**config.mk**
```make
export PLATFORM = sky130hd
export DESIGN_NAME = cache_line_ctrl
export DESIGN_NICKNAME = d
export VERILOG_FILES = /design/src/rtl/cache_line_ctrl.sv
export SDC_FILE = /design/constraint.sdc
export NUM_CORES = 1
export LEC_CHECK = 0
export CAP_MARGIN = 0
export CELL_PAD_IN_SITES_DETAIL_PLACEMENT = 0
export CELL_PAD_IN_SITES_GLOBAL_PLACEMENT = 1
export CORE_MARGIN = 2
export CORE_UTILIZATION = 30
export DETAILED_ROUTE_END_ITERATION = 10
export PLACE_DENSITY = 0.58
export SLEW_MARGIN = 20
export SYNTH_ARGS = -nofsm -noshare
export SYNTH_HDL_FRONTEND = slang
export SYNTH_SLANG_ARGS = --single-unit
```
**constraint.sdc**
```tcl
create_clock -name clk -period 7.2 [get_ports clk]
set_input_delay 1.8 -clock clk [delete_from_list [all_inputs] [get_ports clk]]
set_output_delay 1.8 -clock clk [all_outputs]
set_load 0.01 [all_outputs]
```
**src/rtl/cache_line_ctrl.sv**
```systemverilog
// Direct-mapped write-through read-allocate cache controller.
// Owns tag/valid store, refills 4-word lines, forwards all stores.
module cache_line_ctrl #(
  parameter int TAG_W = 23,
  parameter int IDX_W = 5,
  parameter int OFF_W = 2
) (
  input  logic        clk,
  input  logic        rst,
  input  logic        cpu_req,
  input  logic        cpu_we,
  input  logic [31:0] cpu_addr,
  input  logic [31:0] cpu_wdata,
  input  logic [3:0]  cpu_byte_en,
  output logic [31:0] cpu_rdata,
  output logic        cpu_stall,
  output logic [IDX_W+OFF_W-1:0] arr_addr,
  output logic [31:0] arr_wdata,
  output logic        arr_write,
  output logic [3:0]  arr_byte_w_en,
  input  logic [31:0] arr_rdata,
  output logic        mem_req,
  output logic        mem_we,
  output logic [31:0] mem_addr,
  output logic [31:0] mem_wdata,
  output logic [3:0]  mem_byte_en,
  input  logic        mem_ack,
  input  logic [31:0] mem_rdata
);

  localparam int LINES = 1 << IDX_W;
  localparam int AW    = IDX_W + OFF_W;
  localparam int WA    = TAG_W + AW;

  typedef enum logic [1:0] {
    IDLE, REFILL, WMEM, DONE
  } state_t;

  state_t            state;
  logic [TAG_W-1:0]  tags [LINES];
  logic [LINES-1:0]  valid;
  logic [OFF_W-1:0]  cnt;
  logic [WA-1:0]     lat_addr;
  logic [31:0]       lat_wdata;
  logic [3:0]        lat_be;
  logic              lat_hit;

  logic [TAG_W-1:0]  a_tag;
  logic [IDX_W-1:0]  a_idx;
  logic [AW-1:0]     a_word;
  logic [TAG_W-1:0]  lat_tag;
  logic [IDX_W-1:0]  lat_idx;
  logic              hit;
  logic              unused_lsb;

  assign a_tag   = cpu_addr[31 -: TAG_W];
  assign a_idx   = cpu_addr[2+OFF_W +: IDX_W];
  assign a_word  = cpu_addr[2 +: AW];
  assign lat_tag = lat_addr[WA-1 -: TAG_W];
  assign lat_idx = lat_addr[OFF_W +: IDX_W];
  assign hit     = cpu_req & valid[a_idx]
                 & (tags[a_idx] == a_tag);
  assign unused_lsb = ^cpu_addr[1:0];
  assign cpu_rdata  = arr_rdata;

  always_ff @(posedge clk or negedge rst) begin
    if (!rst) begin
      state     <= IDLE;
      valid     <= '0;
      cnt       <= '0;
      lat_addr  <= '0;
      lat_wdata <= '0;
      lat_be    <= '0;
      lat_hit   <= 1'b0;
      for (int i = 0; i < LINES; i++)
        tags[i] <= '0;
    end else begin
      unique case (state)
        IDLE: begin
          if (cpu_req && cpu_we) begin
            lat_addr  <= cpu_addr[31:2];
            lat_wdata <= cpu_wdata;
            lat_be    <= cpu_byte_en;
            lat_hit   <= hit;
            state     <= WMEM;
          end else if (cpu_req && !hit) begin
            lat_addr     <= cpu_addr[31:2];
            valid[a_idx] <= 1'b0;
            cnt          <= '0;
            state        <= REFILL;
          end
        end
        REFILL: begin
          if (mem_ack) begin
            cnt <= cnt + 1'b1;
            if (cnt == '1) begin
              tags[lat_idx]  <= lat_tag;
              valid[lat_idx] <= 1'b1;
              state          <= IDLE;
            end
          end
        end
        WMEM: if (mem_ack) state <= DONE;
        DONE: state <= IDLE;
        default: state <= IDLE;
      endcase
    end
  end

  always_comb begin
    cpu_stall     = 1'b0;
    arr_addr      = a_word;
    arr_wdata     = '0;
    arr_write     = 1'b0;
    arr_byte_w_en = '0;
    mem_req       = 1'b0;
    mem_we        = 1'b0;
    mem_addr      = '0;
    mem_wdata     = '0;
    mem_byte_en   = '0;
    unique case (state)
      IDLE: cpu_stall = rst & cpu_req & (cpu_we | ~hit);
      REFILL: begin
        cpu_stall   = 1'b1;
        mem_req     = 1'b1;
        mem_addr    = {lat_addr[WA-1:OFF_W], cnt, 2'b00};
        mem_byte_en = 4'hF;
        arr_addr    = {lat_idx, cnt};
        if (mem_ack) begin
          arr_write     = 1'b1;
          arr_wdata     = mem_rdata;
          arr_byte_w_en = 4'hF;
        end
      end
      WMEM: begin
        cpu_stall   = 1'b1;
        mem_req     = 1'b1;
        mem_we      = 1'b1;
        mem_addr    = {lat_addr, 2'b00};
        mem_wdata   = lat_wdata;
        mem_byte_en = lat_be;
      end
      DONE: begin
        // store miss does not allocate
        if (lat_hit) begin
          arr_write     = 1'b1;
          arr_addr      = lat_addr[AW-1:0];
          arr_wdata     = lat_wdata;
          arr_byte_w_en = lat_be;
        end
      end
      default: cpu_stall = 1'b0;
    endcase
  end

endmodule

```
== After elaboration in Yosys (flattened, before gate mapping) ==
Index checks and enable logic that the tools add are counted.
Word-level totals
  register bits: 839
  input port bits: 137
  output and inout bits: 147
  word-level logic and storage cells: 131
Cells by class
  $add $sub $neg: 1
  magnitude comparators: 7
  equality and inequality tests: 11
  multiplexer cells: 46
  bitwise gates (word level): 11
  reduce and logical (&&, ||, !) cells: 16
Operators with widths (number)
  $bwmux W736: 1
  $mux W32: 7
  $pmux W32 S2: 3
  $bmux W23 S5: 1
  $demux W23 S5: 1
  $mux W23: 3
  $mux W30: 2
  $and A32 B32 Y32: 1
  $not A32 Y32: 1
  $or A32 B32 Y32: 1
  $eq A23 B23 Y1: 1
  $mux W2: 8
  $pmux W4 S2: 2
  $pmux W7 S2: 1
  $ge A6 B6 Y1 const B: 2
  $lt A5 B6 Y1 const B: 2
  $not A5 Y6: 2
  $demux W1 S5: 2
  $ge A5 B1 Y1 const B: 2
  $ne A2 B2 Y1 const B: 5
  $mux W4: 2
  $pmux W2 S4: 1
  $reduce_and A4 Y1: 2
  $mux W1: 7
  other kinds (20): 32

== Depth between registers and ports, before layout ==
  word-level depth: 11
  depth in mapped cells: 16
  mapped depth without buffers: 9

== Worst setup path after synthesis ==
Ideal clock, no wire load.
  path type: input-to-output
  start: in cpu_addr[4]
  end: out cpu_stall
  data arrival time: 4.551 ns
  required time: 5.400 ns
  setup slack: 0.849 ns
  stages: 15
  buffers on the path: 6
  path through: buf_2 -> buf_4 -> buf_4 -> buf_6 -> buf_2 -> mux2i_1 -> o22ai_1 -> nor4_1 -> a21o_1 -> nand4_1 -> nor4_1 -> a41oi_1 -> buf_2 -> a21oi_1 -> nor2_1
On the way
  word-level cells in the longest chain between the ends: 10
  elaborated cells on any way between the ends: 13
  those cells by class: eq/ne (1); mux (6); bitwise (6)
Ends and longest elaborated chain
  start, declared: line 12  | input logic [31:0] cpu_addr,
  $not A5 Y6 (not written as such): line 62  | & (tags[a_idx] == a_tag);
  $bmux W23 S5: line 62
  $mux W23 (not written as such) (2 in series): line 62
  $eq A23 B23 Y1: line 62
  $and A1 B1 Y1 *: line 62
  $not A1 Y1 *: line 122  | IDLE: cpu_stall = rst & cpu_req & (cpu_we | ~hit);
  $or A1 B1 Y1 *: line 122
  $and A1 B1 Y1 *: line 122
  $pmux W1 S2 *: line 121  | unique case (state)
  end, declared: line 16  | output logic cpu_stall,
Mark *: on every way between the ends. The rest lies on a longest branch, timed or not. The select of a mux whose other input is x is not followed.

== Worst setup path after layout ==
  start: in cpu_addr[5]
  end: out cpu_stall
Same word-level chain as after synthesis.

==> results list <==
- Count of boundary I/O pins: 284
- Netlist cell types: 61
- Summed over its instances, the top area cell type makes up 53.0% of the synthesized netlist area.
- Total net switching power: 4000 uW
- After synthesis, the mean cell area works out to 13.0 um2.
- Most numerous cell in the Yosys netlist: sky130_fd_sc_hd__dfrtp_1
* Reg clk slew, reported paths: 0.06 ns
- In this run the cell area of the synthesized design comes to 39,600 um2.
- Global routing used 20.7% of the available tracks.
* Number of H-tree levels: 3
* Static leakage power: 0.0232 uW
- Most used flip-flop cell after synthesis: sky130_fd_sc_hd__dfrtp_1
- The finished layout holds 5,163 standard cells, fillers aside.
- Antenna violations before repair: 3
- For this design, the sink count on the clock tree is 839.
* Routed via count divided by cell count: 5.21
- CP Max Fanout: 13
- The die is 367 um tall.
* Maximum buffer depth of the clock tree: 3
* Starting utilization of the core area: 30.2%
- The worst register-to-register path has a depth of 8.
- Count of flip-flops with a built-in enable after synthesis: 0
* Core Footprint: 131,000 um2
- Cell depth of the worst min-delay path: 2
- The flow ran to the end, and the final reports show no timing, DRC or antenna violations.
- Count of antenna-violating nets left after detailed routing: 0
- Counting the buffers created by CTS gives 97.
- Kind of start point of the critical path: input pin
- Final-report max-slew violation count: 0
* Die footprint: 135,000 um2
- Max-Cap Viols: 0
* Setup TNS: 0 ns
- Setup violations remaining at the end of the flow were counted as 0.
* Via count: 26,900
* FF-to-FF setup slack: 2.83 ns
* Relative max-transition margin: 24.3%
* Placed instance count: 4,989
- Startpoint-to-endpoint class of the critical path: in -> out
- The final layout contains 3,479 nets.
- The min-delay analysis places its worst path in the category reg -> reg.
- Transition time at the pin with the least slew margin: 1.13 ns
- Comb pwr share: 17.6%
- Of the synthesized area, sequential elements account for 53.0%.
* Final wirelength: 141,000 um
* RD Place Congestion: 0.814
- Final Hold Violating Endpoints: 0
* Cell at the root of the clock tree: sky130_fd_sc_hd__clkbuf_16
- By area the synthesized netlist is led by sky130_fd_sc_hd__dfrtp_1 (53%), sky130_fd_sc_hd__mux2_2 (21%), sky130_fd_sc_hd__mux2i_1 (9.8%).
- Switching share of power: 31.0%
* Die Wd: 367 um
* Arrival time of data at the critical path endpoint: 5.30 ns
- Area growth syn-to-layout: 23.0%
- Entering global routing, the biggest net connects 159 pins.
- VDD IR-drop max: 0.000197 V
* Post-route DRC: 0
- Clock network power share: 37.7%
- Pwr dens: 265 nW/um2
- After layout, the minimum clock period comes to 7.10 ns.
- The internal power of the cells totals 8910 uW.
- Design area: 48,700 um2
- The cell count after synthesis came out at 3,040.
- Most frequent cells after synthesis: sky130_fd_sc_hd__dfrtp_1 (839), sky130_fd_sc_hd__mux2_2 (750), sky130_fd_sc_hd__mux2i_1 (389)
- Placement row count: 133
- Total half-perimeter wirelength after legalization and detailed placement: 91,400 um
* Part of the total power dissipated in sequential elements: 44.6%
- Max Fclk: 0.141 GHz
* Required time reported for the critical path endpoint: 5.40 ns
- Setup repair after global routing missed its margin: no
- After global routing the overflow that remains totals 0.
- On the final layout, the worst hold slack is 0.474 ns.
- Across the routed clock network, the largest skew measured is 0.0286 ns.
- Synthesis-stage register bit count: 839
- In this run, post-CTS hold repair placed 0 buffers.
* CTS tree: done
- After synthesis, the share of flip-flops with an asynchronous set or reset is 100%.
- Summing all placed instances gives a cell area of 45,500 um2.
- The first global-routing pass estimated 204,000 um of wire.
* Routed wirelength normalized by instance count: 27.3 um
- During placement, the flow inserted port buffers numbering 215.
- Fraction of final layout cells sized beyond drive strength 1: 37.0%
- sky130_fd_sc_hd__dfrtp_1 takes more of the synthesized area than any other cell.
* Via count of the first global-routing pass: 27,600
- Share of the cycle needed by the critical path after routing: 98.6%
- STA classifies the critical path endpoint as an output pin.
* Synthesis Warnings: 0
- For this block, the initial DRC count from the detailed router was 2,196.
* Number of search-and-repair iterations in the first detailed-routing pass: 5
- At the later pin of the worst-skew pair, clock insertion delay measures 0.70 ns.
-- power groups by stage --
stage / sequential, uW / combinational, uW / clock (uW)
floorplan: 5270 / 1510 / 0
global placement: 5840 / 2290 / 0
CTS: 5760 / 2310 / 5010
detailed placement: 5840 / 2290 / 0
finish: 5760 / 2280 / 4870
global route: 5860 / 2450 / 5200
-- kinds of logic after synthesis --
kind of cell | share of synthesized area, %
compound gates | 5.87
fa+ha+maj | 0.158
buf+inv | 3.79
flops | 53.0
mux | 32.0
other cells | 0.00947
simple gates | 5.13
-- worst paths after layout --
path | start | end
max | cpu_addr[5] | cpu_stall
min | tags[533] | tags[533]
max reg2reg | state[0] | tags[269]
min reg2reg | tags[533] | tags[533]
max in group asynchronous | rst | tags[18]
min in group asynchronous | rst | tags[193]
-- stage by stage --
step                utilization [%]  worst slack (ns)  total power (uW)
floorplan                         -             0.849              6780
global route                   37.1           0.00327             13500
detailed placement             34.6            -0.542              8130
CTS                            37.1            0.0907             13100
finish                         37.1             0.102             12900
global placement               34.6            -0.768              8130
-- final cells by class --
class,count,area (um2)
fill,12800,82600
sequential,839,21000
multi-input combinational,1876,17400
timing repair buffer,508,4950
clock buffer,150,2900
tap,1755,2200
clock inverter,19,196
inverter,15,56.3
antenna,1,2.50
-- worst max-delay path, stage by stage --
cell                              delay [ns]
sky130_fd_sc_hd__dlygate4sd2_1          0.26
sky130_fd_sc_hd__buf_12                 0.15
sky130_fd_sc_hd__or4b_2                 0.68
sky130_fd_sc_hd__buf_4                  0.18
sky130_fd_sc_hd__buf_4                  0.17
sky130_fd_sc_hd__buf_4                  0.18
sky130_fd_sc_hd__o22ai_1                0.13
sky130_fd_sc_hd__nor4_1                 0.09
sky130_fd_sc_hd__nand3_1                0.24
sky130_fd_sc_hd__nand4_1                0.26
sky130_fd_sc_hd__nor4_2                 0.31
sky130_fd_sc_hd__buf_4                  0.20
sky130_fd_sc_hd__a41oi_4                0.12
sky130_fd_sc_hd__a21oi_2                0.18
sky130_fd_sc_hd__nor2_1                 0.08
sky130_fd_sc_hd__clkdlybuf4s15_2        0.23
-- metal layers --
metal / part of all wire [%] / routed length [um] / up-vias / GRT usage [%]
met1: 47 / 66000 / 14300 / 29.8
met4: 2.1 / 3020 / 2 / 4.98
met3: 5.6 / 7940 / 168 / 3.77
li1: - / - / 11700 / -
met2: 45 / 64200 / 718 / 32.1
met5: 0.0092 / 13 / - / 0
-- layout by cell type, fill, tap and decap left out, types with 7 or more instances in the layout --
| cell type | netlist | layout |
|---|---|---|
| sky130_fd_sc_hd__nand4_1 | 24 | 24 |
| sky130_fd_sc_hd__nor3b_1 | 7 | 7 |
| sky130_fd_sc_hd__nand2_1 | 110 | 91 |
| sky130_fd_sc_hd__o21ai_0 | 10 | 10 |
| sky130_fd_sc_hd__mux2_2 | 750 | 750 |
| sky130_fd_sc_hd__nor2_1 | 26 | 16 |
| sky130_fd_sc_hd__clkdlybuf4s50_1 | 0 | 208 |
| sky130_fd_sc_hd__clkbuf_8 | 0 | 23 |
| sky130_fd_sc_hd__nor2_4 | 0 | 10 |
| sky130_fd_sc_hd__inv_1 | 15 | 15 |
| sky130_fd_sc_hd__clkinv_2 | 0 | 12 |
| sky130_fd_sc_hd__dfrtp_1 | 839 | 833 |
| sky130_fd_sc_hd__nand3_1 | 22 | 21 |
| sky130_fd_sc_hd__a22o_1 | 35 | 35 |
| sky130_fd_sc_hd__a41oi_1 | 9 | 8 |
| sky130_fd_sc_hd__clkbuf_1 | 166 | 28 |
| sky130_fd_sc_hd__a21o_1 | 15 | 15 |
| sky130_fd_sc_hd__a31oi_1 | 14 | 14 |
| sky130_fd_sc_hd__buf_12 | 0 | 46 |
| sky130_fd_sc_hd__nor4_1 | 52 | 44 |
| sky130_fd_sc_hd__nor4_2 | 0 | 7 |
| sky130_fd_sc_hd__o211ai_1 | 7 | 7 |
| sky130_fd_sc_hd__o22ai_1 | 194 | 189 |
| sky130_fd_sc_hd__clkbuf_16 | 0 | 99 |
| sky130_fd_sc_hd__mux2i_1 | 389 | 389 |
| sky130_fd_sc_hd__a32o_1 | 13 | 13 |
| sky130_fd_sc_hd__a21oi_1 | 14 | 13 |
| sky130_fd_sc_hd__mux2_1 | 29 | 29 |
| sky130_fd_sc_hd__buf_4 | 45 | 242 |
| sky130_fd_sc_hd__and2_1 | 67 | 65 |
| sky130_fd_sc_hd__nand2_2 | 0 | 18 |
-- timing repair --
action / 4_1_cts / 5_1_grt
gates resized for setup: 22 / 6
pin swaps: 6 / 5
gates cloned: 0 / 0
buffers inserted: 4 / 0
endpoints found under the setup margin: 1 / 1
-- state kept, by name, indices dropped and copies added (netlist names) --
register / cells
tags: 736
lat_wdata: 32
valid: 32
lat_addr: 30
lat_be: 4
cnt: 2
state: 2
lat_hit: 1
No activity file was read; power rests on OpenSTA's default activity.
